===== config.mk =====
export PLATFORM = sky130hd
export DESIGN_NAME = div_ctrl_flat
export DESIGN_NICKNAME = d
export VERILOG_FILES = /design/src/rtl/div_if.sv /design/src/rtl/div_ctrl.sv /design/src/flat_wrapper.sv
export SDC_FILE = /design/constraint.sdc
export NUM_CORES = 1
export LEC_CHECK = 0
export ABC_AREA = 1
export BUFFER_PORTS_ARGS = -buffer_cell sky130_fd_sc_hd__buf_2
export CAP_MARGIN = 20
export CORE_ASPECT_RATIO = 1.5
export CORE_MARGIN = 3
export CORE_UTILIZATION = 50
export DETAILED_ROUTE_END_ITERATION = 6
export MAX_ROUTING_LAYER = met4
export PLACE_DENSITY = 0.69
export SYNTH_ARGS = -nofsm -noshare
export SYNTH_HDL_FRONTEND = slang
export SYNTH_SLANG_ARGS = --single-unit

===== constraint.sdc =====
create_clock -name clk -period 6.25 [get_ports clk]
set_input_delay 0.625 -clock clk [delete_from_list [all_inputs] [get_ports clk]]
set_output_delay 0.625 -clock clk [all_outputs]
set_load 0.01 [all_outputs]

===== src/rtl/div_if.sv =====
// Operand/request/result bundle between the ex stage (master) and the divider (slave).
interface div_if #(
  parameter int unsigned DATA_W = 32
);
  logic                  signed_div_i;
  logic [DATA_W-1:0]     opdata1_i;
  logic [DATA_W-1:0]     opdata2_i;
  logic                  start_i;
  logic                  annul_i;
  logic [2*DATA_W-1:0]   result_o;
  logic                  ready_o;

  modport master (
    output signed_div_i, opdata1_i, opdata2_i, start_i, annul_i,
    input  result_o, ready_o
  );

  modport slave (
    input  signed_div_i, opdata1_i, opdata2_i, start_i, annul_i,
    output result_o, ready_o
  );
endinterface


===== src/rtl/div_ctrl.sv =====
// Radix-2 restoring divider with sequencing FSM; one quotient bit per cycle, MSB first.
// Result is {remainder, quotient}; outputs are registered.
module div_ctrl #(
  parameter int unsigned DATA_W = 32
) (
  input logic clk,
  input logic rst,
  div_if.slave bus
);
  localparam int unsigned CntW = $clog2(DATA_W + 1);

  typedef enum logic [1:0] {StFree, StByZero, StOn, StEnd} state_e;

  state_e                state_q, state_d;
  logic [CntW-1:0]       cnt_q, cnt_d;
  logic [2*DATA_W-1:0]   work_q, work_d;
  logic [DATA_W-1:0]     divisor_q, divisor_d;
  logic                  dvd_neg_q, dvd_neg_d;
  logic                  quo_neg_q, quo_neg_d;
  logic [2*DATA_W-1:0]   result_q, result_d;
  logic                  ready_q, ready_d;

  logic                  op1_neg, op2_neg;
  logic [DATA_W-1:0]     op1_abs, op2_abs;
  // Upper half after the shift needs one extra bit: 2*rem+1 can exceed DATA_W bits.
  logic [DATA_W:0]       trial_up;
  logic [DATA_W-1:0]     trial_rem;
  logic                  trial_ge;
  logic [DATA_W-1:0]     quo_fix, rem_fix;

  assign op1_neg = bus.signed_div_i & bus.opdata1_i[DATA_W-1];
  assign op2_neg = bus.signed_div_i & bus.opdata2_i[DATA_W-1];
  assign op1_abs = op1_neg ? -bus.opdata1_i : bus.opdata1_i;
  assign op2_abs = op2_neg ? -bus.opdata2_i : bus.opdata2_i;

  assign trial_up  = work_q[2*DATA_W-1:DATA_W-1];
  assign trial_ge  = trial_up >= {1'b0, divisor_q};
  assign trial_rem = trial_ge ? DATA_W'(trial_up - {1'b0, divisor_q}) : trial_up[DATA_W-1:0];

  assign quo_fix = quo_neg_q ? -work_q[DATA_W-1:0] : work_q[DATA_W-1:0];
  assign rem_fix = dvd_neg_q ? -work_q[2*DATA_W-1:DATA_W] : work_q[2*DATA_W-1:DATA_W];

  always_comb begin
    state_d   = state_q;
    cnt_d     = cnt_q;
    work_d    = work_q;
    divisor_d = divisor_q;
    dvd_neg_d = dvd_neg_q;
    quo_neg_d = quo_neg_q;
    result_d  = result_q;
    ready_d   = ready_q;

    unique case (state_q)
      StFree: begin
        result_d = '0;
        ready_d  = 1'b0;
        if (bus.start_i && !bus.annul_i) begin
          if (bus.opdata2_i == '0) begin
            state_d = StByZero;
          end else begin
            state_d   = StOn;
            cnt_d     = '0;
            work_d    = {{DATA_W{1'b0}}, op1_abs};
            divisor_d = op2_abs;
            dvd_neg_d = op1_neg;
            quo_neg_d = op1_neg ^ op2_neg;
          end
        end
      end
      StByZero: begin
        state_d  = StEnd;
        result_d = '0;
        ready_d  = 1'b1;
      end
      StOn: begin
        if (bus.annul_i) begin
          state_d  = StFree;
          result_d = '0;
          ready_d  = 1'b0;
          cnt_d    = '0;
        end else if (cnt_q != CntW'(DATA_W)) begin
          work_d = {trial_rem, work_q[DATA_W-2:0], trial_ge};
          cnt_d  = cnt_q + 1'b1;
        end else begin
          result_d = {rem_fix, quo_fix};
          ready_d  = 1'b1;
          state_d  = StEnd;
        end
      end
      StEnd: begin
        if (!bus.start_i) begin
          state_d  = StFree;
          result_d = '0;
          ready_d  = 1'b0;
        end
      end
      default: state_d = StFree;
    endcase
  end

  always_ff @(posedge clk or posedge rst) begin
    if (rst) begin
      state_q   <= StFree;
      cnt_q     <= '0;
      work_q    <= '0;
      divisor_q <= '0;
      dvd_neg_q <= 1'b0;
      quo_neg_q <= 1'b0;
      result_q  <= '0;
      ready_q   <= 1'b0;
    end else begin
      state_q   <= state_d;
      cnt_q     <= cnt_d;
      work_q    <= work_d;
      divisor_q <= divisor_d;
      dvd_neg_q <= dvd_neg_d;
      quo_neg_q <= quo_neg_d;
      result_q  <= result_d;
      ready_q   <= ready_d;
    end
  end

  assign bus.result_o = result_q;
  assign bus.ready_o  = ready_q;
endmodule


===== src/flat_wrapper.sv =====
// flat-port wrapper written by rule: the top's interface ports become plain ports
module div_ctrl_flat 
#(
  parameter int unsigned DATA_W = 32
)
  (clk, rst, bus_signed_div_i, bus_opdata1_i, bus_opdata2_i, bus_start_i, bus_annul_i, bus_result_o, bus_ready_o);
  div_if #(.DATA_W(DATA_W)) bus_i ();
  input logic clk;
  input logic rst;
  input wire logic [$bits(bus_i.signed_div_i)-1:0] bus_signed_div_i;
  input wire logic [$bits(bus_i.opdata1_i)-1:0] bus_opdata1_i;
  input wire logic [$bits(bus_i.opdata2_i)-1:0] bus_opdata2_i;
  input wire logic [$bits(bus_i.start_i)-1:0] bus_start_i;
  input wire logic [$bits(bus_i.annul_i)-1:0] bus_annul_i;
  output wire logic [$bits(bus_i.result_o)-1:0] bus_result_o;
  output wire logic [$bits(bus_i.ready_o)-1:0] bus_ready_o;
  assign bus_i.signed_div_i = bus_signed_div_i;
  assign bus_i.opdata1_i = bus_opdata1_i;
  assign bus_i.opdata2_i = bus_opdata2_i;
  assign bus_i.start_i = bus_start_i;
  assign bus_i.annul_i = bus_annul_i;
  assign bus_result_o = bus_i.result_o;
  assign bus_ready_o = bus_i.ready_o;
  div_ctrl #(.DATA_W(DATA_W)) u_core (.clk(clk), .rst(rst), .bus(bus_i));
endmodule

==> metrics <==
post-CTS setup buffers 0; Max Buffers Root-to-Sink 2; Clock Power Share 0.188; P_int 2.897 mW; Mapped Area 13300 um2; WHS 0.3401 ns; Slew HR 0.3555; Fmax 232.7 MHz; Yosys cell types 49; area of the multi-input gates about 7500 um2; DP Wirelength 35.15 mm; GRT Util Overall 0.3190; DRC errors left 0; port bufs 133; worst path cell trace inv_1 > ha_1 > inv_2 > nor2_4 > inv_2 > nor2_1 > nand2_1 > inv_2 > o21ai_0 > o21ai_0; Setup CP Type reg -> reg; Placement Rows 72; DR WL/cell about 17 um; worst-path fanout max 48; TritonCTS sink count 171; # diodes 0; outcome finished, final reports clean; CTS tree built; grt total ovfl 0; final WL 44.31 mm; Tmin final 4.298 ns; register area between 4000 and 5000 um2; iteration count of the initial detailed-routing pass 5; CP most frequent cell inv_2; chip height between 200 and 250 um; Top FF cell, synth dfrtp_1; Crit. End Element flop; max_cap viols 0; critical path's largest stage delay 0.80 ns; antenna violations before repair 0; Psw 2.930 mW; area delta synth->final 10.55%; yosys synthesis warning count 0; CP top delay family buffers and inverters; DR vias 13.72k; average size of a mapped cell between 6 and 7 um2; slowest CP cell ha_1; number of synthesized register bits 171; part of the power in combinational logic 0.538; Starting Density 0.5124; clk root buf clkbuf_16; Reg clk slew, reported paths around 0.070 ns; maximum VDD drop 0.2738 mV; fillers approximately 2.6k; reg2reg start u_core.state_q[0]; Buf+Inv Stages, Crit Path 4; top cells by area, synth dfrtp_1, nand2_1, inv_1, nand3_1, nor2_1; GPL Wtd Cong a little under 1; antenna-violating nets left 0; hold_buf cts 0; vias in the first global route 13.41k; DRT iter0 DRCs 826; DIE AREA roughly 29000 um2; worst skew pair latency 0.44 ns; layout cells sized above 1 0.09729; first-pass GRT wire length 69.99 mm; Slew Limit Fails 0; Fin Setup TNS 0 ns; Synth Net Count 2213; Flop pwr share 0.274; power per standard cell area 396.4 nW/um2; core area about 26000 um2; Final setup violation count 0; Worst-Margin Slew 0.9668 ns; final hold vios 0; CP Launch Type flop; largest area contributor in the netlist dfrtp_1; total chip power 5.827 mW; min-delay worst type in -> async; ys async rst share 1.000; static leakage 8.171 nW; Seq/Total Area, Yosys 0.3219; overall die width 139.1 um; Mapped Cells about 2.1k; post-CTS resize count 0; Net Sw Frac 0.5028; Post-synth EDFFs 0; final period utilization 0.6877; CP Launch Point u_core.state_q[0]; pin count of the biggest net entering global routing 95; CP required 6.60 ns; RSZ-0062 raised after global routing no; crit path DAT 4.65 ns; CTS buffer count 17; nets@finish roughly 2.3k; via/cell ratio approximately 5.4; # IOs 134; Final Skew between 0.01 and 0.015 ns; area share of the largest cell type after synthesis 0.3219; htree depth 4
[routing by layer]
| metal | vias to the layer above | track usage | part of all wire |
|---|---|---|---|
| li1 | 6868 | - | - |
| met1 | 6338 | 0.3295 | 0.37 |
| met2 | 396 | 0.5695 | 0.51 |
| met3 | 122 | 0.03046 | 0.039 |
| met4 | 0 | 0.2238 | 0.081 |
| met5 | - | - | 0 |
[kinds of logic (layout without fill, tap and decap cells)]
kind of cell             after synthesis  count (layout)  synth area share
AND/OR/NAND/NOR                     1176            1176            0.3713
buffers and inverters                375             484            0.1143
AO/OA/AOI/OAI                        286             286            0.1186
flip-flops                           171             171            0.3219
XOR/XNOR                              50              50           0.03294
adder cells (fa/ha/maj)               43              43           0.04103
[cells in the mapped netlist, types with 2 or more instances]
master,number
o21ai_0,106
inv_2,5
nand3_1,196
buf_1,6
o21ai_2,2
nor4_1,4
o21ai_1,60
o31ai_1,13
xnor2_1,16
a21oi_1,72
o211ai_1,5
ha_1,42
clkinv_1,4
or2_2,5
o41ai_1,2
clkbuf_1,22
nor3_1,33
nor2_2,10
nor2_4,4
o221ai_1,2
nand4_1,32
nand3b_1,7
and2_1,3
nor2_1,183
nand3_2,2
buf_2,22
o22ai_1,3
xor2_1,34
a31oi_1,2
o21a_1,2
nand2_2,2
a22oi_1,4
nand2_4,2
buf_6,6
a21boi_1,4
buf_4,10
o21bai_1,2
o211ai_2,4
nand2_1,690
dfrtp_1,171
inv_1,299
[cell type report]
cell class	instances	area share
timing repair buffer	143	0.05040
tap	333	0.02835
clock buffer	20	0.03107
inverter	309	0.07942
multi-input combinational	1555	0.5102
sequential	171	0.2911
clock inverter	12	0.009449
[placed cells by master (no fill, tap or decap), types with 10 or more instances in the layout]
| cell type | count |
|---|---|
| nand3_1 | 196 |
| nand4_1 | 32 |
| nor2_1 | 183 |
| buf_4 | 10 |
| nor3_1 | 33 |
| dfrtp_1 | 171 |
| nand2_1 | 689 |
| a21oi_1 | 72 |
| o21ai_0 | 106 |
| xor2_1 | 34 |
| xnor2_1 | 16 |
| buf_2 | 133 |
| clkbuf_16 | 17 |
| inv_1 | 298 |
| o21ai_1 | 60 |
| o31ai_1 | 13 |
| nor2_2 | 10 |
| ha_1 | 42 |
[final timing paths]
kind | cells past startpoint | endpoint | slack (ns)
min reg2reg | 2 | u_core.divisor_q[30] | 0.48
min | 2 | u_core.bus.result_o[17] | 0.34
min in group clk | 3 | u_core.divisor_q[19] | 0.45
max reg2reg | 10 | u_core.bus.result_o[40] | 1.95
max in group asynchronous | 3 | u_core.divisor_q[21] | 4.62
max | 10 | u_core.bus.result_o[40] | 1.95
[state kept, by name (all words and copies together) (netlist names)]
signal,flops
u_core.bus.result_o,64
u_core.divisor_q,32
u_core.bus.ready_o,1
u_core.state_q,2
u_core.dvd_neg_q,1
u_core.work_q,64
u_core.cnt_q,6
u_core.quo_neg_q,1
[stage by stage]
stage | worst slack (ns) | instances | utilization | cell area (um2)
after global placement | 2.117 | 2511 | 0.5435 | 14100
after global routing | 1.561 | 2543 | 0.5665 | 14700
after detailed placement | 1.986 | 2511 | 0.5435 | 14100
final | 1.952 | 2543 | 0.5665 | 14700
after floorplan | 0.9932 | 2101 | - | 13300
after CTS | 1.928 | 2543 | 0.5665 | 14700
[power by group through the flow]
stage               Sequential (mW)  Combinational (mW)  Clock [mW]
CTS                            1.59                3.13        1.10
global placement               1.60                3.08           0
global route                   1.63                3.53        1.14
detailed placement             1.61                3.11           0
finish                         1.60                3.14        1.09
floorplan                      1.52                2.35           0
(Power assumes the default switching activity.)
